===== config.mk =====
export PLATFORM = sky130hd
export DESIGN_NAME = dmem_arbiter
export DESIGN_NICKNAME = d
export VERILOG_FILES = /design/src/rtl/dmem_arbiter.sv
export SDC_FILE = /design/constraint.sdc
export NUM_CORES = 1
export LEC_CHECK = 0
export ABC_CLOCK_PERIOD_IN_PS = 2050
export CORE_AREA = 4 4 113 115
export CTS_CLUSTER_SIZE = 24
export DETAILED_ROUTE_END_ITERATION = 16
export DIE_AREA = 0 0 117 119
export PLACE_DENSITY = 0.65
export SLEW_MARGIN = 20
export SYNTH_ARGS = -nofsm -noshare
export SYNTH_HDL_FRONTEND = slang
export SYNTH_SLANG_ARGS = --single-unit

===== constraint.sdc =====
create_clock -name clk_i -period 2.05 [get_ports clk_i]
set_clock_uncertainty 0.05 [all_clocks]
set_input_delay 0.3075 -clock clk_i [delete_from_list [all_inputs] [get_ports clk_i]]
set_output_delay 0.3075 -clock clk_i [all_outputs]
set_load 0.01 [all_outputs]

===== src/rtl/dmem_arbiter.sv =====
// -----------------------------------------------------------------------------
// dmem_arbiter
//
// Shares one synchronous data-memory port between two requesters:
//   port 0 : core memory stage (may hold an atomic lock)
//   port 1 : program/data loader (preload and result dump)
//
// Round-robin arbitration issues at most one memory access per cycle. Grants
// are combinational, so a winning port is issued in the same cycle it asks.
// Read data comes back one cycle later and is steered to whichever port
// issued the read. When port 0 holds the lock, port 1 is shut out until
// port 0 makes an unlocked access, so a read-modify-write sequence from the
// core cannot be split by loader traffic.
//
// Ports
//   clk_i                 rising-edge clock
//   rst_i                 synchronous reset, active low
//   m0_req_i / m1_req_i   request, command fields held stable until granted
//   m0_we_i / m1_we_i     1 = write, 0 = read
//   m0_lock_i             port 0 lock request, sampled with a port 0 grant
//   m0_addr_i / m1_addr_i byte address
//   m0_wdata_i/m1_wdata_i write data
//   m0_gnt_o / m1_gnt_o   combinational grant (access issued this cycle)
//   m0_rvalid_o/m1_rvalid_o read data valid, one cycle after a granted read
//   m0_rdata_o / m1_rdata_o read data, zero when the matching rvalid is low
//   mem_en_o              memory access strobe
//   mem_we_o              memory write enable
//   mem_addr_o            memory byte address
//   mem_wdata_o           memory write data
//   mem_rdata_i           memory read data, valid the cycle after a read
// -----------------------------------------------------------------------------
module dmem_arbiter #(
    parameter int ADDR_W = 32,
    parameter int DATA_W = 32
) (
    input  logic              clk_i,
    input  logic              rst_i,

    input  logic              m0_req_i,
    input  logic              m0_we_i,
    input  logic              m0_lock_i,
    input  logic [ADDR_W-1:0] m0_addr_i,
    input  logic [DATA_W-1:0] m0_wdata_i,
    output logic              m0_gnt_o,
    output logic              m0_rvalid_o,
    output logic [DATA_W-1:0] m0_rdata_o,

    input  logic              m1_req_i,
    input  logic              m1_we_i,
    input  logic [ADDR_W-1:0] m1_addr_i,
    input  logic [DATA_W-1:0] m1_wdata_i,
    output logic              m1_gnt_o,
    output logic              m1_rvalid_o,
    output logic [DATA_W-1:0] m1_rdata_o,

    output logic              mem_en_o,
    output logic              mem_we_o,
    output logic [ADDR_W-1:0] mem_addr_o,
    output logic [DATA_W-1:0] mem_wdata_o,
    input  logic [DATA_W-1:0] mem_rdata_i
);

    // Identifies one of the two requesters.
    typedef enum logic {
        PORT0 = 1'b0,
        PORT1 = 1'b1
    } port_e;

    // Arbitration and read-return state.
    port_e last_q, last_d;
    logic  lock_q, lock_d;
    logic  rtag_valid_q, rtag_valid_d;
    port_e rtag_owner_q, rtag_owner_d;

    logic  grant0;
    logic  grant1;

    // Grant selection. While reset is held nothing is granted. A held lock
    // reserves the port for requester 0 even when it is idle. Otherwise a
    // lone requester wins, and a tie goes to the port that did not win last.
    always_comb begin
        grant0 = 1'b0;
        grant1 = 1'b0;
        if (rst_i) begin
            if (lock_q) begin
                grant0 = m0_req_i;
            end else if (m0_req_i && m1_req_i) begin
                grant0 = (last_q == PORT1);
                grant1 = (last_q == PORT0);
            end else begin
                grant0 = m0_req_i;
                grant1 = m1_req_i;
            end
        end
    end

    assign m0_gnt_o = grant0;
    assign m1_gnt_o = grant1;

    // Memory command mux: forward the granted port's command, drive zeros
    // when the port is idle so the memory bus is quiet between accesses.
    always_comb begin
        mem_en_o    = 1'b0;
        mem_we_o    = 1'b0;
        mem_addr_o  = '0;
        mem_wdata_o = '0;
        if (grant0) begin
            mem_en_o    = 1'b1;
            mem_we_o    = m0_we_i;
            mem_addr_o  = m0_addr_i;
            mem_wdata_o = m0_wdata_i;
        end else if (grant1) begin
            mem_en_o    = 1'b1;
            mem_we_o    = m1_we_i;
            mem_addr_o  = m1_addr_i;
            mem_wdata_o = m1_wdata_i;
        end
    end

    // Next-state logic. The round-robin pointer and the lock only move on a
    // real grant, so a requester that drops its request early cannot disturb
    // them. The read tag is rewritten every cycle, which is what lets reads
    // be issued back to back: each tag lives for exactly one cycle.
    always_comb begin
        last_d       = last_q;
        lock_d       = lock_q;
        rtag_valid_d = 1'b0;
        rtag_owner_d = rtag_owner_q;

        if (grant0) begin
            last_d       = PORT0;
            lock_d       = m0_lock_i;
            rtag_valid_d = ~m0_we_i;
            rtag_owner_d = PORT0;
        end else if (grant1) begin
            last_d       = PORT1;
            rtag_valid_d = ~m1_we_i;
            rtag_owner_d = PORT1;
        end
    end

    // State registers. Reset leaves the pointer at port 1 so the first tie
    // goes to the core, drops any lock and discards an in-flight read tag.
    always_ff @(posedge clk_i) begin
        if (!rst_i) begin
            last_q       <= PORT1;
            lock_q       <= 1'b0;
            rtag_valid_q <= 1'b0;
            rtag_owner_q <= PORT0;
        end else begin
            last_q       <= last_d;
            lock_q       <= lock_d;
            rtag_valid_q <= rtag_valid_d;
            rtag_owner_q <= rtag_owner_d;
        end
    end

    // Read return steering. Valid is also gated by reset so a read granted
    // just before reset asserts never shows up at the requester.
    always_comb begin
        m0_rvalid_o = rst_i && rtag_valid_q && (rtag_owner_q == PORT0);
        m1_rvalid_o = rst_i && rtag_valid_q && (rtag_owner_q == PORT1);
        m0_rdata_o  = m0_rvalid_o ? mem_rdata_i : '0;
        m1_rdata_o  = m1_rvalid_o ? mem_rdata_i : '0;
    end

endmodule


==> results, run 1 <==
- The clock-pin slew of the registers on the worst-case setup and hold paths is 0.03 ns.
- The cell taking the most area after synthesis is sky130_fd_sc_hd__a22o_1.
- The number of optimization iterations in the first detailed-route pass is 4.
- The final reports fail on setup timing.
- The standard cell area after detailed placement is 4529 µm².
- The largest delay contributor family on the critical path is simple AND/OR/NAND/NOR gates.
- The clock network latency to the later pin of the worst-skew pair is 0.22 ns.
- Setup total negative slack on the finished layout was measured at -0.04838 ns.
- The count of unique library cells instantiated by Yosys is 21.
- The number of routed nets with antenna violations is 0.
- The largest individual stage delay along the critical path comes from the cell sky130_fd_sc_hd__or3b_4.
- The largest fanout on the critical path is 13.
- The synthesized design devotes to its leading area cell type 42.99% of total area.
- The synthesized area per cell is 7.366 µm².
- CTS built an H-tree with a depth of 1.
- Setup repair after global routing could not meet its margin everywhere.
- Summing internal, switching and leakage power gives 1.191 mW.
- The signal on the critical path passes through or3b_4 > nand3_4 > inv_8 > buf_12 > a22o_4 > buf_2.
- The final antenna diode count is 0.
- The number of global-route vias before repair is 2,819.
- The final hold violation count is 0.
- The final estimated routing congestion in global placement is 0.8845.
- Along the worst hold path, the cell count comes to 3.
- The global-route wire length before repair is 16.53 mm.
- The worst-case IR drop observed on VDD is 0.1840 mV.
- Cells with a size suffix above 1 make up 20.46% of the layout.
- For this run, the total global-route usage over all layers was measured as 15.27%.
- The library cell used most frequently in the layout, excluding fill and tap cells, is sky130_fd_sc_hd__clkdlybuf4s50_1.
- The cell area after technology mapping is 1304 µm².
- Yosys printed 0 warnings.
- The wire-length estimate of the detail-placed layout is 9.516 mm.
- STA puts the critical path data arrival time at 1.72 ns.
- The headroom to the max-slew limit is 87.68%.
- The critical path endpoint category is an output port.
- The die height is 119 µm.
- In this run the critical register-to-register path is captured at rtag_valid_q.
- The deepest clock path buffer count is 2.
- The total congestion overflow is 0.
- Yosys attributes the largest share of cell area to sky130_fd_sc_hd__a22o_1 43%, sky130_fd_sc_hd__and2_1 31%, sky130_fd_sc_hd__dfxtp_1 6.1%.
- The count of hold-fix buffers inserted at cts is 0.
- The flow ran to the end, but the final reports show violations.
- The worst register-to-register path begins at lock_q.
- The number of buffers added by the clock tree synthesis step is 3.
- In the final design database the tool counted 648 nets.
- The transition time of the tightest slew-check pin is 0.1849 ns.
- For this run, global-route usage on met2 was measured as 28.20%.
- The per-cell routed wire length is 18.87 µm.
- The hold path startpoint is m0_req_i.
- The post-detailed-routing wire length is 11.81 mm.
- The reg-to-reg setup timing slack is 0.73 ns.
- The root buffer cell chosen for the clock tree is sky130_fd_sc_hd__clkbuf_16.
- The gate count after technology mapping is 177.
- The maximum number of pins on one net before global-route repair is 34.
- The die covers 13,920 µm².
- The global-route met3 utilization is 5.132%.
- At the worst endpoint, the required time is 1.69 ns.
- The horizontal die dimension is 117 µm.
- The sequential share of the synthesized area is 6.142%.
- For the finished layout, the period the worst path requires is 2.078 ns.
- For met1 alone, demand over resource in global routing was 17.46%.
- Dividing the detail-routed via count by the number of cells gives 4.280.
- The max-slew violation count is 0.
- The count of endpoints failing setup in the final report is 7.
- Counting every net in the synthesized netlist gives 344.
- The number of antenna violations at the first check in global routing is 0.
- The via total after detailed routing is 2,679.
- The maximum clock rate is 0.4813 GHz.
- The most utilized layer in the global route result is met2.
- The row count is 40.
- The remaining routing DRC violations is 0.
- Input and output buffers added on the ports amount to 300.
- The top cell types in the final layout, fill and taps aside, are 171 x sky130_fd_sc_hd__clkdlybuf4s50_1, 64 x sky130_fd_sc_hd__and2_1, 62 x sky130_fd_sc_hd__a22o_1, 62 x sky130_fd_sc_hd__buf_2, 37 x sky130_fd_sc_hd__dlygate4sd2_1.
- The TritonCTS clock tree is yes.
- In the post-route analysis, the smallest setup slack over all paths is -0.02792 ns.
- The critical path depth in cells is 6.
- The max-capacitance violation count is 0.
- The end point of the worst hold path is lock_q.
- The setup path with the least slack is of type reg2out.
- The total of flip-flops plus latches after synthesis is 4.
- Measured on the finished design, the core utilization comes to 38.04%.
- For this design the top-level I/O count stands at 301.
- The standard cell core area is 11,810 µm².
- Together, buffers and inverters on the worst path number 3.
- For this run, the slowest stage of the critical path takes 0.41 ns.
- The worst min-delay path category is in2reg.
- Of the available clock period, the critical path in the final layout requires 101.4%.
- The post-route standard cell area excluding fillers is 4493 µm².
- STA classifies the critical path startpoint as a flop.
- The starting density of the core is 11.04%.
- Relative to the synthesized area, the layout overhead comes to 244.6%.
- The detailed router finished its first iteration with 166 violations.
- The total power per unit cell area is 265.0 nW/µm².
- The cell leakage power is 2.579 nW.
- The depth of the most critical reg-to-reg path is 5.
- The tree built by TritonCTS fans out to 4 sinks.
## per-layer routing
metal,part of all wire (%),up-vias
met5,0,-
met4,0.12,0
met3,11,4
met2,51,177
met1,37,1238
li1,-,1260
## worst min-delay path, cell delays in order
cell	delay, ns
sky130_fd_sc_hd__clkbuf_2	0.15
sky130_fd_sc_hd__a21oi_1	0.09
sky130_fd_sc_hd__nor2_1	0.08
## cells by family after synthesis
kind of cell / count (synthesis) / share of synthesized area, %
buffers and inverters: 24 / 11.13
DFF: 4 / 6.142
and+or+nand+nor: 80 / 37.52
AOI/OAI and AO/OA: 69 / 45.20
## metrics by stage
stage                     instances  worst slack, ns  hold slack (ns)
after floorplan                 177           0.3322           0.3518
after global placement          616          -0.6387           0.4355
after detailed placement        616          -0.6375           0.4493
after CTS                       624         -0.05693           0.4606
after global routing            626         -0.07286           0.4426
final                           626         -0.02792           0.4074
## Yosys cell counts, drive strengths merged
cell type	number
a21boi	1
a21oi	1
a22o	64
and2	64
and3	1
buf	14
clkbuf	7
dfxtp	4
inv	3
nand2	5
nand2b	1
nand3	3
nand4	2
nor2	2
nor2b	1
o21ai	2
o22ai	1
or3b	1
## what timing repair did
action,in CTS,in global routing
pin swaps,3,0
cloned,4,0
setup buffers,1,2
setup endpoints to repair,134,96
gates resized for setup,310,31
## worst max path at each step
stage	end	startpoint	slack, ns
after CTS	mem_wdata_o[1]	lock_q	-0.06
final	mem_wdata_o[1]	lock_q	-0.03
after global placement	mem_wdata_o[1]	m1_req_i	-0.64
after floorplan	mem_addr_o[0]	last_q	0.33
after detailed placement	mem_wdata_o[1]	m1_req_i	-0.64
after global routing	mem_wdata_o[1]	lock_q	-0.07
## registers in the layout, indices dropped and copies added (netlist names)
signal,cells
last_q,1
lock_q,1
rtag_owner_q,1
rtag_valid_q,1
## area by class of cell
class,count,area [µm²]
well taps,147,183.9
multi-input cells,149,1114
fillers,1230,7318
inverters,3,18.77
repair buffers,320,3020
flip-flops and latches,4,81.33
clock buffers,3,75.07
## report_power, final
| part | switching, mW | internal, mW | total, mW |
|---|---|---|---|
| clock | 0.0494 | 0.249 | 0.298 |
| sequential | 0.00415 | 0.0848 | 0.0890 |
| combinational | 0.289 | 0.514 | 0.804 |
| total | 0.343 | 0.848 | 1.19 |
Power figures use the tool's default switching activity.
==> inputs of run 2 (changes only) <==
--- a/config.mk
+++ b/config.mk
@@ -5,12 +5,13 @@
 export SDC_FILE = /design/constraint.sdc
 export NUM_CORES = 1
 export LEC_CHECK = 0
+export ABC_AREA = 1
 export ABC_CLOCK_PERIOD_IN_PS = 2050
-export CORE_AREA = 4 4 113 115
+export CORE_AREA = 4 4 114 116
 export CTS_CLUSTER_SIZE = 24
 export DETAILED_ROUTE_END_ITERATION = 16
-export DIE_AREA = 0 0 117 119
-export PLACE_DENSITY = 0.65
+export DIE_AREA = 0 0 118 120
+export PLACE_DENSITY = 0.67
 export SLEW_MARGIN = 20
 export SYNTH_ARGS = -nofsm -noshare
 export SYNTH_HDL_FRONTEND = slang
==> run 2 against run 1 <==
Against the previous run:
- the run now ends clean
- via count grew 30%
- power grew 5.5%
- highest routed layer unchanged
- clock power grew 4%
- register-to-register slack gained 0.09 ns
- combinational power grew 6.8%
- count of clock-buffer cells in the layout is the same
- sequential power shrank 0.9%
- largest cell class unchanged
- flip-flop and latch count is the same
- synthesized cell count grew 100%
- non-clock buffer count grew 6
==> results, run 2 <==
- The count of unique library cells instantiated by Yosys is 14 (was 21).
- The largest fanout on the critical path is 10 (was 13).
- The number of H-tree branching levels is 1 (unchanged).
- The final estimated routing congestion in global placement came to 0.9319 (was 0.8845).
- The gate count after technology mapping is 360 (was 177).
- The post-placement worst setup slack is -0.4035 ns (was -0.6375 ns).
- The clock-pin slew of the registers on the worst-case setup and hold paths is 0.03 ns (about the same).
- The TritonCTS clock tree is yes (unchanged).
- The number of warnings reported in the yosys synthesis log is 0 (unchanged).
- The peak ir drop on the vdd network is 0.1728 mV (was 0.1840 mV).
- The final net count is 822 (was 648).
- The total congestion overflow is 0 (unchanged).
- The cell leakage power is 3.212 nW (was 2.579 nW).
- The max-capacitance violation count is 0 (unchanged).
- The worst min-delay path category is reg2reg (was in2reg).
- The most frequent cell on the critical path is sky130_fd_sc_hd__nand2_1.
- The die height is 120 µm (was 119 µm).
- The number of I/O pins is 301 (unchanged).
- Run status: complete, no violations (was finished, violations left).
- The number of antenna violations at the first check in global routing is 0 (unchanged).
- The net count after synthesis is 527 (was 344).
- The count of endpoints failing setup in the final report is 0 (was 7).
- The horizontal die dimension is 118 µm (was 117 µm).
- The first-iteration detailed-routing DRC count is 131 (was 166).
- The maximum clock rate was 0.4978 GHz (was 0.4813 GHz).
- The standard cell area after detailed placement came to 4878 µm² (was 4529 µm²).
- The share of synthesized flip-flops with an asynchronous set or reset was 0% (unchanged).
- The via total after detailed routing is 3,485 (was 2,679).
- The total power per unit cell area came to 250.2 nW/µm² (was 265.0 nW/µm²).
- The clock network latency to the later pin of the worst-skew pair was 0.23 ns (was 0.22 ns).
- The largest delay contributor family on the critical path is buffers and inverters (was simple AND/OR/NAND/NOR gates).
- Unrepaired setup endpoints after global routing: true (unchanged).
- The post-layout utilization of the core is 42.16% (was 38.04%).
- The most common cell in the synthesized netlist is sky130_fd_sc_hd__nand2_1.
- Most used cells in the layout excluding fill and tap cells: 191 x sky130_fd_sc_hd__clkdlybuf4s50_1, 137 x sky130_fd_sc_hd__nand2_1, 67 x sky130_fd_sc_hd__nor2_1, 67 x sky130_fd_sc_hd__nand4_1, 43 x sky130_fd_sc_hd__dlymetal6s2s_1 (was 171 x sky130_fd_sc_hd__clkdlybuf4s50_1, 64 x sky130_fd_sc_hd__and2_1, 62 x sky130_fd_sc_hd__a22o_1, 62 x sky130_fd_sc_hd__buf_2, 37 x sky130_fd_sc_hd__dlygate4sd2_1).
- The fraction of layout instances using a drive strength above 1 is 10.26% (was 20.46%).
- The synthesized area per cell was 4.556 µm² (was 7.366 µm²).
- The required time of the critical path was 1.69 ns (about the same).
- The clock tree root buffer cell was sky130_fd_sc_hd__clkbuf_16 (unchanged).
- The final antenna diode count was 0 (unchanged).
- The number of global-route vias before repair is 3,496 (was 2,819).
- The max-slew violation count is 0 (unchanged).
- The number of routed nets with antenna violations is 0 (unchanged).
- The headroom to the max-slew limit is 85.28% (was 87.68%).
- Top cells by area in the synthesized netlist: sky130_fd_sc_hd__nand2_1 31%, sky130_fd_sc_hd__nand4_1 26%, sky130_fd_sc_hd__nor2_1 16% (was sky130_fd_sc_hd__a22o_1 43%, sky130_fd_sc_hd__and2_1 31%, sky130_fd_sc_hd__dfxtp_1 6.1%).
- The post-route minimum period was 2.009 ns (was 2.078 ns).
- The count of hold-fix buffers inserted at cts is 0 (unchanged).
- The deepest clock path buffer count was 2 (unchanged).
- The critical path launch point type is a flop (unchanged).
- The starting density of the core was 13.77% (was 11.04%).
- The die footprint is 14,160 µm² (was 13,920 µm²).
- The transition time of the tightest slew-check pin is 0.2203 ns (was 0.1849 ns).
- The number of buffers added by the clock tree synthesis step was 3 (unchanged).
- The number of optimization iterations in the first detailed-route pass is 4 (unchanged).
- The total buffers and inverters traversed by the critical path is 3 (unchanged).
- The critical-path cell with the highest stage delay is sky130_fd_sc_hd__dfxtp_1 (was sky130_fd_sc_hd__or3b_4).
- The number of input and output port buffers inserted came to 300 (unchanged).
- The cell area after technology mapping is 1640 µm² (was 1304 µm²).
- The total routing resource utilization after global routing is 15.42% (was 15.27%).
- The number of enable-type register cells in the synthesized netlist was 0 (unchanged).
- The highest cell delay on the worst timing path is 0.31 ns (was 0.41 ns).
- The total negative slack for setup checks was 0 ns (was -0.04838 ns).
- The global-route wire length before repair is 18.12 mm (was 16.53 mm).
- Worst path cell trace: nand2_2 > nand3_4 > nor2_4 > buf_4 > clkbuf_16 > nand2_1 > nand2_1 > dlygate4sd2_1 (was or3b_4 > nand3_4 > inv_8 > buf_12 > a22o_4 > buf_2).
- The final hold violation count is 0 (unchanged).
- The post-route fraction of the period consumed by the critical path was 97.99% (was 101.4%).
- The area growth from synthesis to layout is 206.2% (was 244.6%).
- The kind of critical path is reg2out (unchanged).
- The number of vias per cell came to 4.356 (was 4.280).
- The worst hold margin is 0.4154 ns (was 0.4074 ns).
- The sequential share of the synthesized area came to 4.882% (was 6.142%).
- The maximum number of pins on one net before global-route repair is 71 (was 34).
- The most common cell after layout, fill and taps aside was sky130_fd_sc_hd__clkdlybuf4s50_1 (unchanged).
- The critical path endpoint category was an output port (unchanged).
- The final instance count without filler cells came to 800 (was 626).
- The per-cell routed wire length is 15.74 µm (was 18.87 µm).
- The top cell type's share of synthesized area is 31.35% (was 42.99%).
- Commonest cells post-synth: 137 x sky130_fd_sc_hd__nand2_1, 68 x sky130_fd_sc_hd__nor2_1, 67 x sky130_fd_sc_hd__nand4_1, 40 x sky130_fd_sc_hd__inv_1, 19 x sky130_fd_sc_hd__clkbuf_1 (was 64 x sky130_fd_sc_hd__a22o_1, 64 x sky130_fd_sc_hd__and2_1, 8 x sky130_fd_sc_hd__buf_2, 7 x sky130_fd_sc_hd__clkbuf_1, 6 x sky130_fd_sc_hd__buf_6).
- The post-route standard cell area excluding fillers is 5022 µm² (was 4493 µm²).
- The power consumption is 1.257 mW (was 1.191 mW).
- The total half-perimeter wirelength after legalization and detailed placement is 10.01 mm (was 9.516 mm).
- The arrival time at the worst endpoint is 1.65 ns (was 1.72 ns).
- The standard cell core area was 11,910 µm² (was 11,810 µm²).
- The post-detailed-routing wire length is 12.59 mm (was 11.81 mm).
- The predominant post-synthesis flop cell is sky130_fd_sc_hd__dfxtp_1 (unchanged).
- The remaining routing DRC violations is 0 (unchanged).
- The total number of clock tree sinks is 4 (unchanged).
- The total instance count after detailed placement came to 789 (was 616).
- The final critical-path setup slack came to 0.04130 ns (was -0.02792 ns).
- The row count is 40 (unchanged).
- The cell taking the most area after synthesis is sky130_fd_sc_hd__nand2_1 (was sky130_fd_sc_hd__a22o_1).
- The total of flip-flops plus latches after synthesis is 4 (unchanged).
==> run 2: worst paths after layout <==
kind,slack (ns),cells past startpoint,startpoint,to
setup / recovery,0.04,8,last_q,mem_addr_o[9]
hold / removal,0.42,2,last_q,last_q
setup reg to reg,0.82,7,last_q,rtag_valid_q
hold reg to reg,0.42,2,last_q,last_q
==> run 2: tightest hold or removal path: stages (launching register included) <==
cell and delay [ns]:
sky130_fd_sc_hd__dfxtp_1 0.33, sky130_fd_sc_hd__a21oi_1 0.07, sky130_fd_sc_hd__nand2_1 0.04
==> run 2: timing repair <==
item,in CTS,in global routing
cloned,1,3
gates resized for setup,66,115
pin swaps,1,2
setup endpoints to repair,100,62
setup buffers,1,4
==> run 2: cell type report <==
cell class	instances	area, µm²
Clock buffer	3	75.07
Fill cell	1213	6889
Tap cell	147	183.9
Inverter	40	150.1
Timing Repair Buffer	326	3276
Sequential cell	4	81.33
Multi-Input combinational cell	280	1256
==> run 2: kinds of logic after synthesis <==
family / count (synthesis) / share of synthesized area, %
DFF: 4 / 4.882
buffers and inverters: 76 / 18.99
AOI/OAI and AO/OA: 3 / 0.9151
and+or+nand+nor: 277 / 75.21
==> run 2: per-layer routing <==
layer	global-route usage, %	vias to the layer above	share of wire (%)
met4	2.564	0	0.71
li1	-	1734	-
met1	15.60	1530	37
met5	0	-	0
met3	5.467	8	9.7
met2	30.58	213	53
==> run 2: where the power goes <==
part | internal (mW) | switching, mW
sequential | 0.0840 | 0.00423
clock | 0.250 | 0.0599
combinational | 0.499 | 0.359
